File: src/rtl/rand_bounded.sv
// Bounded uniform integer generator fed by a free-running LFSR (optional stats: RAND_BOUNDED_STATS_EN).
// Decimated capture, power-of-two masking, rejection sampling, show-ahead output FIFO.
module rand_bounded #(
  parameter int WIDTH      = 16,
  parameter int OUT_WIDTH  = 8,
  parameter int STRIDE     = OUT_WIDTH,
  parameter int FIFO_DEPTH = 4
) (
  input  logic                 clk,
  input  logic                 reset,
  input  logic [WIDTH-1:0]     lfsr_state,
  input  logic                 enable,
  input  logic [OUT_WIDTH-1:0] bound,
  input  logic                 bound_load,
  output logic                 rand_valid,
  input  logic                 rand_ready,
  output logic [OUT_WIDTH-1:0] rand_data
`ifdef RAND_BOUNDED_STATS_EN
  ,
  output logic [15:0]          reject_count
`endif
);

  localparam int PW = $clog2(FIFO_DEPTH);
  localparam logic [7:0] LAST = 8'(STRIDE - 1);
  localparam logic [PW:0] DEPTH_C = (PW + 1)'(FIFO_DEPTH);

  typedef enum logic [1:0] {
    IDLE,
    COLLECT,
    EVAL
  } state_e;

  state_e                state_q, state_d;
  logic [7:0]            cnt_q, cnt_d;
  logic [OUT_WIDTH-1:0]  cand_q, cand_d;
  logic [OUT_WIDTH-1:0]  bound_q, bound_d;
  logic [OUT_WIDTH-1:0]  mask_q, mask_d;
  logic [OUT_WIDTH-1:0]  mem_q [FIFO_DEPTH];
  logic [OUT_WIDTH-1:0]  mem_d [FIFO_DEPTH];
  logic [PW-1:0]         wr_q, wr_d;
  logic [PW-1:0]         rd_q, rd_d;
  logic [PW:0]           count_q, count_d;

  logic push;
  logic pop;
  logic reject;
  logic accept;
  logic full;

  // Smallest all-ones pattern covering bound-1; zero bound means full range.
  function automatic logic [OUT_WIDTH-1:0] mask_of(
    input logic [OUT_WIDTH-1:0] b
  );
    logic [OUT_WIDTH-1:0] m;
    logic [OUT_WIDTH-1:0] lim;
    m   = '0;
    lim = b - OUT_WIDTH'(1);
    if (b == '0) begin
      m = '1;
    end else begin
      for (int i = 0; i < OUT_WIDTH; i++) begin
        if (m < lim) m = (m << 1) | OUT_WIDTH'(1);
      end
    end
    return m;
  endfunction

  generate
    if (WIDTH > OUT_WIDTH) begin : g_hi
      logic unused_hi;
      assign unused_hi = ^lfsr_state[WIDTH-1:OUT_WIDTH];
    end
  endgenerate

  assign rand_valid = (count_q != '0);
  assign rand_data  = rand_valid ? mem_q[rd_q] : '0;
  assign pop        = rand_valid & rand_ready;
  assign full       = (count_q == DEPTH_C);
  assign accept     = (bound_q == '0) || (cand_q < bound_q);

  always_comb begin
    state_d = state_q;
    cnt_d   = cnt_q;
    cand_d  = cand_q;
    bound_d = bound_q;
    mask_d  = mask_q;
    mem_d   = mem_q;
    push    = 1'b0;
    reject  = 1'b0;

    unique case (state_q)
      IDLE: begin
        cnt_d = '0;
        if (enable) state_d = COLLECT;
      end
      COLLECT: begin
        if (!enable) begin
          cnt_d   = '0;
          state_d = IDLE;
        end else if (cnt_q == LAST) begin
          cand_d  = lfsr_state[OUT_WIDTH-1:0] & mask_q;
          cnt_d   = '0;
          state_d = EVAL;
        end else begin
          cnt_d = cnt_q + 8'd1;
        end
      end
      EVAL: begin
        // A full FIFO parks the accepted candidate here until space frees.
        if (accept && full) begin
          state_d = EVAL;
        end else begin
          push    = accept;
          reject  = !accept;
          state_d = enable ? COLLECT : IDLE;
        end
      end
      default: state_d = IDLE;
    endcase

    if (push) mem_d[wr_q] = cand_q;
    wr_d    = wr_q + PW'(push);
    rd_d    = rd_q + PW'(pop);
    count_d = count_q + (PW + 1)'(push) - (PW + 1)'(pop);

    if (bound_load) begin
      bound_d = bound;
      mask_d  = mask_of(bound);
      wr_d    = '0;
      rd_d    = '0;
      count_d = '0;
      cnt_d   = '0;
      cand_d  = '0;
      state_d = enable ? COLLECT : IDLE;
    end
  end

  always_ff @(posedge clk or posedge reset) begin
    if (reset) begin
      state_q <= IDLE;
      cnt_q   <= '0;
      cand_q  <= '0;
      bound_q <= '0;
      mask_q  <= '1;
      wr_q    <= '0;
      rd_q    <= '0;
      count_q <= '0;
      for (int i = 0; i < FIFO_DEPTH; i++) mem_q[i] <= '0;
    end else begin
      state_q <= state_d;
      cnt_q   <= cnt_d;
      cand_q  <= cand_d;
      bound_q <= bound_d;
      mask_q  <= mask_d;
      wr_q    <= wr_d;
      rd_q    <= rd_d;
      count_q <= count_d;
      mem_q   <= mem_d;
    end
  end

`ifdef RAND_BOUNDED_STATS_EN
  logic [15:0] rej_q, rej_d;

  always_comb begin
    rej_d = rej_q;
    if (reject && rej_q != 16'hFFFF) rej_d = rej_q + 16'd1;
    if (bound_load) rej_d = '0;
  end

  always_ff @(posedge clk or posedge reset) begin
    if (reset) rej_q <= '0;
    else       rej_q <= rej_d;
  end

  assign reject_count = rej_q;
`else
  logic unused_reject;
  assign unused_reject = reject;
`endif

endmodule

File: config.mk
export PLATFORM = sky130hd
export DESIGN_NAME = rand_bounded
export DESIGN_NICKNAME = d
export VERILOG_FILES = /design/src/rtl/rand_bounded.sv
export SDC_FILE = /design/constraint.sdc
export NUM_CORES = 1
export LEC_CHECK = 0
export CAP_MARGIN = 20
export CORE_MARGIN = 4
export CORE_UTILIZATION = 45
export DETAILED_ROUTE_END_ITERATION = 6
export HOLD_SLACK_MARGIN = 0.03
export PLACE_DENSITY = 0.76
export SYNTH_ARGS = -nofsm -noshare
export SYNTH_HDL_FRONTEND = slang
export SYNTH_SLANG_ARGS = --single-unit
File: constraint.sdc
create_clock -name clk -period 3.5 [get_ports clk]
set_input_delay 0.7 -clock clk [delete_from_list [all_inputs] [get_ports clk]]
set_output_delay 0.7 -clock clk [all_outputs]
set_load 0.01 [all_outputs]
==> qor.csv <==
stage;metric;value;unit
run_status;outcome;complete, but fails checks;
run_status;failing checks;setup timing;
power_and_ir_drop;Internal;1.416;mW
cells_and_area;layout cells sized above 1;37.64;%
sta;Fin Clk Skew;0.007546;ns
power_and_ir_drop;P_leak;2.633;nW
power_and_ir_drop;Peak VDD IR;0.2244;mV
die;area of the die;11890;sq um
detailed_routing;vias per cell;5.496;
cells_and_area;Final Net Count;610;
critical_path;Crit path max-delay family;compound AO/OA/AOI/OAI gates;
grt;number of global-route vias before repair;4005;
detailed_routing;1st-pass router iterations;4;
critical_path;R2R Setup Slk;0.18;ns
cells_and_area;Finished Layout Cells;683;
sta;Max Freq;0.1400;GHz
die;core area;9864;sq um
sta;Slew Viols, Final;0;
cells_and_area;fillcell total;791;
synth;Async SR Flop Fraction;100.0;%
detailed_routing;DRT antenna net count;0;
synth;post-synthesis sequential area ratio;39.98;%
detailed_routing;routed len/inst;16.26;um
power_and_ir_drop;Combinational Power Share;25.4;%
cells_and_area;most common cell after layout, fill and taps aside;buf_4;
power_and_ir_drop;sw frac;32.34;%
grt;initial antenna violation count;0;
power_and_ir_drop;Final Total Pwr;2.092;mW
critical_path;CP arrival;7.43;ns
critical_path;crit-path max FO;6;
cells_and_area;final design utilization;60.53;%
sta;RSZ-0062 raised after global routing;yes;
critical_path;CP max stage delay;0.56;ns
hold_path;hold depth;2;
die;row count;36;
cells_and_area;Finished Cell Area;5971;sq um
sta;slew margin rel.;40.58;%
placement;RePlAce Congestion;0.8616;
cells_and_area;most frequent cells in the layout;buf_4, dfrtp_1, nor2_1, mux2_2, nand2_1;
cts;CTS tree;yes;
sta;Final Critical Period;7.145;ns
synth;top_reg_cell synth;dfrtp_1;
grt;all-layer global routing usage;20.31;%
synth;syn_nets;519;
critical_path;crit end category;flop;
synth;Synth Register Bits;73;
cts;Clk Latency, worst-skew pair;0.36;ns
sta;Setup-failing EPs final;8;
power_and_ir_drop;sequential share of power;45.0;%
cts;CTS clk-pin slew, worst paths;0.08;ns
critical_path;Crit Path Category;in -> reg;
placement;placed instance count;653;
sta;hold_ws;0.4887;ns
cells_and_area;Ant. Diodes;0;
cts;Sink Count;73;
grt;grt ovf;0;
die;Boundary Pins;38;
synth;Cell Area, Synth;4594;sq um
grt;first-pass GRT wire length;19040;um
detailed_routing;DRT iter0 DRCs;352;
placement;post-placement cell area;5503;sq um
cells_and_area;Syn-to-layout area delta;29.96;%
cts;CTS Root Cell;clkbuf_8;
cts;Max Root-Sink Buffers;2;
sta;fin worst setup slack;-3.645;ns
flow_run;# Max-Cap Violations;0;
die;Initial Util;46.58;%
sta;setup TNS;-28.67;ns
detailed_routing;Residual DRC;0;
critical_path;CP most frequent cell;a21oi_2;
cts;CTS Buf Count;9;
synth;syn avg cell area;10.12;sq um
cells_and_area;area of the multi-input gates;2849;sq um
synth;Warnings, synthesis;0;
power_and_ir_drop;Switch Pwr;0.6768;mW
critical_path;Bufs and invs on worst path;5;
synth;post-synth cell types;62;
critical_path;slowest stage cell on the critical path;or4_4;
hold_path;Worst Hold Endpoint;mask_q[6];
power_and_ir_drop;PwrDens;350.4;nW/um^2
critical_path;CP startpoint kind;input pin;
cts;H-tree depth;3;
detailed_routing;via count;3754;
die;Die Height;109.0;um
synth;Syn Inst Count;454;
power_and_ir_drop;Clock power frac;29.6;%
placement;Port Buffer Count;29;
hold_path;class of the worst hold path;reg -> reg;
grt;largest net degree at the start of global routing;74;
cts;hold_buf cts;0;
sta;crit share post-route;204.1;%
placement;detailed placement HPWL;7872;um
critical_path;Crit Reg-Reg Endpoint;count_q[2];
placement;worst slack at placement;-4.604;ns
critical_path;worst r2r src;cand_q[1];
sta;final hold viol count;0;
cells_and_area;FF/Latch Area;1838;sq um
die;die width;109.0;um
critical_path;Worst Reg-to-Reg Cells;14;
detailed_routing;Routed WL;11110;um
critical_path;Critical Path RT;3.78;ns
synth;Post-synth EDFFs;0;
sta;Worst-Margin Slew;0.8913;ns
hold_path;hold path start;mask_q[6];
## what timing repair did
item / 4_1_cts / 5_1_grt
setup buffers: 12 / 2
resized for setup: 58 / 10
pin swaps: 37 / 6
setup endpoints to repair: 8 / 9
## state kept, by name (all words and copies together), names as in the netlist
register and count:
mask_q 8, wr_q 2, mem_q 32, rd_q 2
bound_q 8, cnt_q 8, count_q 3, cand_q 8
state_q 2
## power groups by stage
stage / Combinational, mW / Sequential, mW / Clock [mW]
after floorplan: 0.333 / 0.919 / 0
after global routing: 0.592 / 0.950 / 0.670
after global placement: 0.455 / 0.954 / 0
after detailed placement: 0.475 / 0.959 / 0
after CTS: 0.519 / 0.942 / 0.633
final: 0.531 / 0.942 / 0.620
## synthesized netlist by cell type, types with 6 or more instances
master,count,share of area (%)
inv_1,24,2.0
mux2_2,35,8.6
mux4_2,8,3.9
xnor2_1,6,1.1
buf_2,6,0.65
nor2b_1,18,2.5
nor3_1,11,1.2
nand2_1,33,2.7
nor2_1,35,2.9
dfstp_2,8,4.6
o21ai_0,33,3.6
clkbuf_1,11,0.90
nand3_1,17,1.9
dfrtp_1,65,35
nor4_1,6,0.82
ha_1,35,9.5
a21oi_1,22,2.4
## layout make-up
cell class,instances,area share [%]
Clock buffer,9,2.075
Multi-Input combinational cell,336,47.72
Inverter,24,1.718
Timing Repair Buffer,101,13.89
Sequential cell,73,30.78
Clock inverter,7,1.027
Tap cell,133,2.787
## per-layer routing
metal	wire length, um	global-route usage [%]	up-vias
met1	4715	25.24	1866
met5	0	0	-
met4	213	8.115	0
li1	-	-	1813
met2	5831	35.48	56
met3	347	2.842	19
## tightest hold or removal path, stage by stage, from the launching register on
cell,delay [ns]
dfstp_2,0.37
nor2_1,0.07
a31oi_1,0.04
## logic make-up (layout without fill, tap and decap cells)
group                      Yosys count  count (layout)  synth area share [%]
buffers and inverters               45             141                 4.167
xor gates and xnor gates            10              10                 1.906
adders and majority gates           38              38                 10.40
muxes                               45              45                 12.94
DFF                                 73              73                 39.98
AOI/OAI and AO/OA                   95              95                 13.97
and+or+nand+nor                    148             148                 16.64
## how the worst max path moves through the flow
stage / start / to / slack (ns) / depth (start not counted)
floorplan: bound[1] / mask_q[1] / -4.06 / 43
global placement: bound[0] / mask_q[2] / -4.31 / 40
detailed placement: bound[0] / mask_q[2] / -4.60 / 40
CTS: bound[5] / mask_q[1] / -3.58 / 38
global route: bound[5] / mask_q[1] / -4.07 / 40
finish: bound[5] / mask_q[1] / -3.65 / 40
No activity file was read; power rests on OpenSTA's default activity.
